===== config.mk =====
export PLATFORM = sky130hd
export DESIGN_NAME = dma_copy_engine
export DESIGN_NICKNAME = d
export VERILOG_FILES = /design/src/rtl/dma_copy_engine.sv
export SDC_FILE = /design/constraint.sdc
export NUM_CORES = 1
export LEC_CHECK = 0
export ABC_AREA = 1
export CAP_MARGIN = 10
export CORE_MARGIN = 2
export CORE_UTILIZATION = 40
export CTS_BUF_LIST = sky130_fd_sc_hd__clkbuf_2
export DETAILED_ROUTE_END_ITERATION = 16
export PLACE_DENSITY = 0.71
export SYNTH_ARGS = -nofsm -noshare
export SYNTH_HDL_FRONTEND = slang
export SYNTH_SLANG_ARGS = --single-unit

===== constraint.sdc =====
create_clock -name clk -period 2 [get_ports clk]
set_input_delay 0.4 -clock clk [delete_from_list [all_inputs] [get_ports clk]]
set_output_delay 0.4 -clock clk [all_outputs]
set_load 0.005 [all_outputs]

===== src/rtl/dma_copy_engine.sv =====
// rtl/dma_copy_engine.sv - memory-to-memory copy engine with register slave port
//
// Ports:
//   clk, rst_n                    clock, asynchronous active-low reset
//   bus_valid/bus_write/bus_addr  register access strobe, direction, address (bits [2:0] decoded)
//   bus_wdata, bus_rdata          register write data, registered read data
//   mem_valid/mem_write/mem_addr  memory request to the arbiter
//   mem_wdata, mem_rdata          memory write data, read data (valid the cycle after read grant)
//   mem_gnt                       arbiter accepted the current request
//   irq                           level interrupt, mirrors STATUS.done
module dma_copy_engine #(
    parameter int ADDR_W = 19,
    parameter int DATA_W = 19,
    parameter int LEN_W  = 16
) (
    input  logic              clk,
    input  logic              rst_n,
    input  logic              bus_valid,
    input  logic              bus_write,
    input  logic [ADDR_W-1:0] bus_addr,
    input  logic [DATA_W-1:0] bus_wdata,
    output logic [DATA_W-1:0] bus_rdata,
    output logic              mem_valid,
    output logic              mem_write,
    output logic [ADDR_W-1:0] mem_addr,
    output logic [DATA_W-1:0] mem_wdata,
    input  logic [DATA_W-1:0] mem_rdata,
    input  logic              mem_gnt,
    output logic              irq
);

    localparam logic [2:0] REG_CTRL   = 3'd0;
    localparam logic [2:0] REG_SRC    = 3'd1;
    localparam logic [2:0] REG_DST    = 3'd2;
    localparam logic [2:0] REG_LEN    = 3'd3;
    localparam logic [2:0] REG_STATUS = 3'd4;
    localparam logic [2:0] REG_REMAIN = 3'd5;

    typedef enum logic [2:0] {
        S_IDLE,
        S_RD_REQ,
        S_RD_WAIT,
        S_WR_REQ,
        S_DONE
    } state_t;

    state_t            state;
    logic [ADDR_W-1:0] src_reg;
    logic [ADDR_W-1:0] dst_reg;
    logic [LEN_W-1:0]  len_reg;
    logic [ADDR_W-1:0] cur_src;
    logic [ADDR_W-1:0] cur_dst;
    logic [LEN_W-1:0]  remain;
    logic              done_q;
    logic              aborted_q;
    logic              abort_pend;

    logic [2:0] sel;
    logic       reg_wr;
    logic       busy;
    logic       ctrl_start;
    logic       ctrl_abort;

    assign sel        = bus_addr[2:0];
    assign reg_wr     = bus_valid && bus_write;
    assign busy       = (state != S_IDLE) && (state != S_DONE);
    // Abort outranks start when both bits are written together.
    assign ctrl_abort = reg_wr && (sel == REG_CTRL) && bus_wdata[1];
    assign ctrl_start = reg_wr && (sel == REG_CTRL) && bus_wdata[0] && !bus_wdata[1];
    assign irq        = done_q;

    logic unused_addr_bits;
    assign unused_addr_bits = &{1'b0, bus_addr[ADDR_W-1:3]};

    always_ff @(posedge clk or negedge rst_n) begin
        if (!rst_n) begin
            state      <= S_IDLE;
            src_reg    <= '0;
            dst_reg    <= '0;
            len_reg    <= '0;
            cur_src    <= '0;
            cur_dst    <= '0;
            remain     <= '0;
            done_q     <= 1'b0;
            aborted_q  <= 1'b0;
            abort_pend <= 1'b0;
            bus_rdata  <= '0;
            mem_valid  <= 1'b0;
            mem_write  <= 1'b0;
            mem_addr   <= '0;
            mem_wdata  <= '0;
        end else begin
            if (bus_valid && !bus_write) begin
                case (sel)
                    REG_SRC:    bus_rdata <= DATA_W'(src_reg);
                    REG_DST:    bus_rdata <= DATA_W'(dst_reg);
                    REG_LEN:    bus_rdata <= DATA_W'(len_reg);
                    REG_STATUS: bus_rdata <= DATA_W'({aborted_q, done_q, busy});
                    REG_REMAIN: bus_rdata <= DATA_W'(remain);
                    default:    bus_rdata <= '0;
                endcase
            end

            if (reg_wr && !busy) begin
                case (sel)
                    REG_SRC: src_reg <= ADDR_W'(bus_wdata);
                    REG_DST: dst_reg <= ADDR_W'(bus_wdata);
                    REG_LEN: len_reg <= LEN_W'(bus_wdata);
                    default: ;
                endcase
            end

            // Write-one-to-clear; the FSM below may set done again in the same cycle and wins.
            if (reg_wr && (sel == REG_STATUS)) begin
                if (bus_wdata[1]) done_q    <= 1'b0;
                if (bus_wdata[2]) aborted_q <= 1'b0;
            end

            case (state)
                S_IDLE: ;
                S_RD_REQ: begin
                    if (ctrl_abort) begin
                        state     <= S_IDLE;
                        mem_valid <= 1'b0;
                        aborted_q <= 1'b1;
                    end else if (mem_gnt) begin
                        state     <= S_RD_WAIT;
                        mem_valid <= 1'b0;
                    end
                end
                S_RD_WAIT: begin
                    if (ctrl_abort) begin
                        state     <= S_IDLE;
                        aborted_q <= 1'b1;
                    end else begin
                        // mem_wdata doubles as the single-word buffer between read and write.
                        mem_wdata <= mem_rdata;
                        mem_valid <= 1'b1;
                        mem_write <= 1'b1;
                        mem_addr  <= cur_dst;
                        state     <= S_WR_REQ;
                    end
                end
                S_WR_REQ: begin
                    // An abort here waits for the pending write so no word is left half-copied.
                    if (ctrl_abort) abort_pend <= 1'b1;
                    if (mem_gnt) begin
                        cur_src    <= cur_src + ADDR_W'(1);
                        cur_dst    <= cur_dst + ADDR_W'(1);
                        remain     <= remain - LEN_W'(1);
                        abort_pend <= 1'b0;
                        if (remain == LEN_W'(1)) begin
                            state     <= S_DONE;
                            mem_valid <= 1'b0;
                        end else if (abort_pend || ctrl_abort) begin
                            state     <= S_IDLE;
                            mem_valid <= 1'b0;
                            aborted_q <= 1'b1;
                        end else begin
                            state     <= S_RD_REQ;
                            mem_valid <= 1'b1;
                            mem_write <= 1'b0;
                            mem_addr  <= cur_src + ADDR_W'(1);
                        end
                    end
                end
                S_DONE: begin
                    done_q <= 1'b1;
                    state  <= S_IDLE;
                end
                default: state <= S_IDLE;
            endcase

            if (ctrl_start && !busy) begin
                cur_src    <= src_reg;
                cur_dst    <= dst_reg;
                remain     <= len_reg;
                done_q     <= 1'b0;
                aborted_q  <= 1'b0;
                abort_pend <= 1'b0;
                if (len_reg == '0) begin
                    state <= S_DONE;
                end else begin
                    state     <= S_RD_REQ;
                    mem_valid <= 1'b1;
                    mem_write <= 1'b0;
                    mem_addr  <= src_reg;
                end
            end
        end
    end

endmodule


==> results.md <==
* Status: completed
* Area post-placement at around 12000 sq um
* Routability cong. at about 0.92
* Final setup viols at 0
* Pre-CTS setup slack at -0.334 ns
* Final design utilization at about half
* Post-Synth Simple-Gate Area at approximately 28%
* P_leak at 6.01 nW
* Top FF cell, synth: dfrtp_1
* Worst Setup Slack, final at ~0.11 ns
* Overall power at 14.0 mW
* Die area at 25100 sq um
* Syn_area_per_cell at ~7.3 sq um
* Total GRT Usage at 22.9%
* Hold Crit Depth at 3
* Slowest CP cell: dfrtp_1
* Initial core utilization at about two fifths
* Later-pin clock latency in the skew report at 0.77 ns
* Routed wire per std cell at 15.4 um
* Critical path launch point: remain[1]
* Detailed placement HPWL at 21100 um
* Peak Freq at around 0.53 GHz
* Ports at 122
* Post-Synthesis Net Count at 1376
* Fin crit period at between 1.5 and 2 ns
* Via count at 9208
* Critical path arrival at roughly 2.6 ns
* Yosys warns at 0
* Final Cell Area at 12000 sq um
* Startpoint of the worst hold path: mem_rdata[11]
* Largest net degree at the start of global routing at 68
* PortBufs at about 110
* Synth Area in Adders at less than 1%
* Initial antenna violation count at 1
* Routed Wire Length at 27900 um
* Synthesized instance count at 1310
* Post-Syn Area at ~9500 sq um
* Placed cell count at 1753
* Reg2Reg Depth at 12
* Yosys cell types at 40
* Clock Path Buffers at 2
* First-pass GRT wire length at 44400 um
* Final worst-path cycle share at 94.5%
* Final slew viol count at 0
* Core ar. at between 20000 and 25000 sq um
* Max_slew headroom at 63.6%
* TritonCTS Buffers at 17
* Depth of the CTS H-tree at 4
* Post-route ant nets at 0
* Power density cells at ~1200 nW/um^2
* #FFs+latches synth at 173
* MaxCap Viol Count at 0
* Row cnt at 56
* Peak VDD IR at about 0.50 mV
* Hold Crit Class: input pin to flop
* Share of cells above drive strength 1 at between 10% and 20%
* Clk slew on worst S/H paths at 0.28 ns
* DRT Pass-1 Iters at 5
* R2R Setup Slk at 0.11 ns
* XOR/XNOR Fraction of Synth Area at between 1 and 1.5%
* Crit Path Category: flop to flop
* Setup crit start kind: flop
* # clock sinks at 173
* Synth Area in Compound Gates at ~16%
* DRT iter0 DRCs at about 700
* Cell Chain, Critical Path: inv_2 -> ha_1 -> nand2_1 -> nor2_1 -> nand2_1 -> nor2_1 -> buf_4 -> nor3_4 -> nand2_1 -> nand3_1 -> nand2_1 -> inv_1
* RSZ-0062 raised after global routing: true
* GR Overflow Total at 0
* Final net count at 1544
* Largest family of logic cells by synthesized area: simple AND/OR/NAND/NOR gates
* Hold WS at 0.118 ns
* CTS tree: yes
* Least-Margin Pin Slew at approximately 0.55 ns
* Die height at 158 um
* Post-synth EDFFs at 0
* Final clock skew at 0.0446 ns
* Non-Filler Instances at 1810
* Crit path max fanout at 8
* Fin. Hold Viols at 0
* Worst Hold End: mem_wdata[11]
* Register area share after synthesis at 45.4%
* Async S/R FF share, synth at 100%
* CP most frequent cell: nand2_1
* Crit Reg-Reg Endpoint: mem_addr[2]
* Mux share of post-synthesis cell area at 0%
* Area grow syn2layout at 25.6%
* CP peak stage delay at 0.44 ns
* CTS root buffer: clkbuf_2
* Setup TNS at 0 ns
* Number of global-route vias before repair at 8383
* DR DRC count at 0
* Critical Path End Type: flop
* Worst flop-to-flop path startpoint: remain[1]
* Vias per inst at 5.09
* Worst EP required at 2.72 ns
* Die width at 158 um
[synth_stat cells (14+ instances only)]
| cell type | number | area (sq um) |
|---|---|---|
| nand2_1 | 418 | 1570 |
| dfrtp_1 | 173 | 4330 |
| inv_1 | 144 | 541 |
| o21ai_0 | 130 | 651 |
| nor2_1 | 115 | 432 |
| nand3_1 | 70 | 350 |
| a21oi_1 | 36 | 180 |
| buf_2 | 30 | 150 |
| o22ai_1 | 23 | 144 |
| clkbuf_1 | 21 | 78.8 |
| a22oi_1 | 20 | 150 |
| o21ai_1 | 15 | 75.1 |
| o211ai_1 | 14 | 105 |
[cell families (layout without fill, tap and decap cells)]
family / Yosys count / count (layout)
and+or+nand+nor: 641 / 641
AOI/OAI and AO/OA: 270 / 270
buffers and inverters: 209 / 389
DFF: 173 / 173
xor gates and xnor gates: 13 / 13
adders and majority gates: 4 / 4
other: 0 / 1
[worst max-delay path: cells and delay by family, from the launching register on]
kind	cells	cell delay [ns]
and+or+nand+nor	8	0.93
DFF	1	0.44
buffers and inverters	3	0.28
adders and majority gates	1	0.19
[worst max path at each step]
| stage | to | slack [ns] |
|---|---|---|
| floorplan | mem_addr[3] | 0.34 |
| global placement | mem_write | -0.27 |
| detailed placement | mem_addr[3] | -0.33 |
| CTS | mem_wdata[10] | 0.03 |
| global route | remain[11] | -0.02 |
| finish | mem_addr[2] | 0.11 |
[what timing repair did]
item                       in CTS  in global routing
gates resized for setup        63                 46
pin swaps                       0                  4
hold endpoints to repair      173                  0
hold buffers                    2                  0
setup endpoints to repair      69                 50
setup buffers                  16                  7
[final cells by class]
type | count | area, sq um
repair buffers | 207 | 2010
flip-flops and latches | 173 | 4330
clock inverters | 14 | 156
multi-input cells | 928 | 4410
fillers | 2336 | 11400
inverters | 151 | 573
well taps | 319 | 399
clock buffers | 17 | 85.1
diodes | 1 | 2.50
[cell usage in the layout (no fill, tap or decap), types with 17 or more instances in the layout]
cell             instances
clkdlybuf4s15_1         28
buf_12                  18
dfrtp_1                172
inv_1                  141
a22oi_1                 20
nand3_1                 69
o21ai_0                129
a21oi_1                 36
o22ai_1                 23
dlygate4sd2_1           32
nand2_1                414
buf_4                   81
nor2_1                 110
clkbuf_2                17
clkdlybuf4s50_1         44
[layer usage]
metal	vias to the layer above	global-route usage, %	routed length, um
met4	0	6.61	661
met2	328	36.2	12600
li1	4570	-	-
met5	-	0	0
met3	40	4.14	1680
met1	4270	32.2	13000
[power by group]
| group | internal [mW] | switching (mW) |
|---|---|---|
| clock network | 0.598 | 1.35 |
| logic | 2.61 | 3.13 |
| registers | 4.93 | 1.42 |
Note: power is estimated with default switching activity, not from simulation.
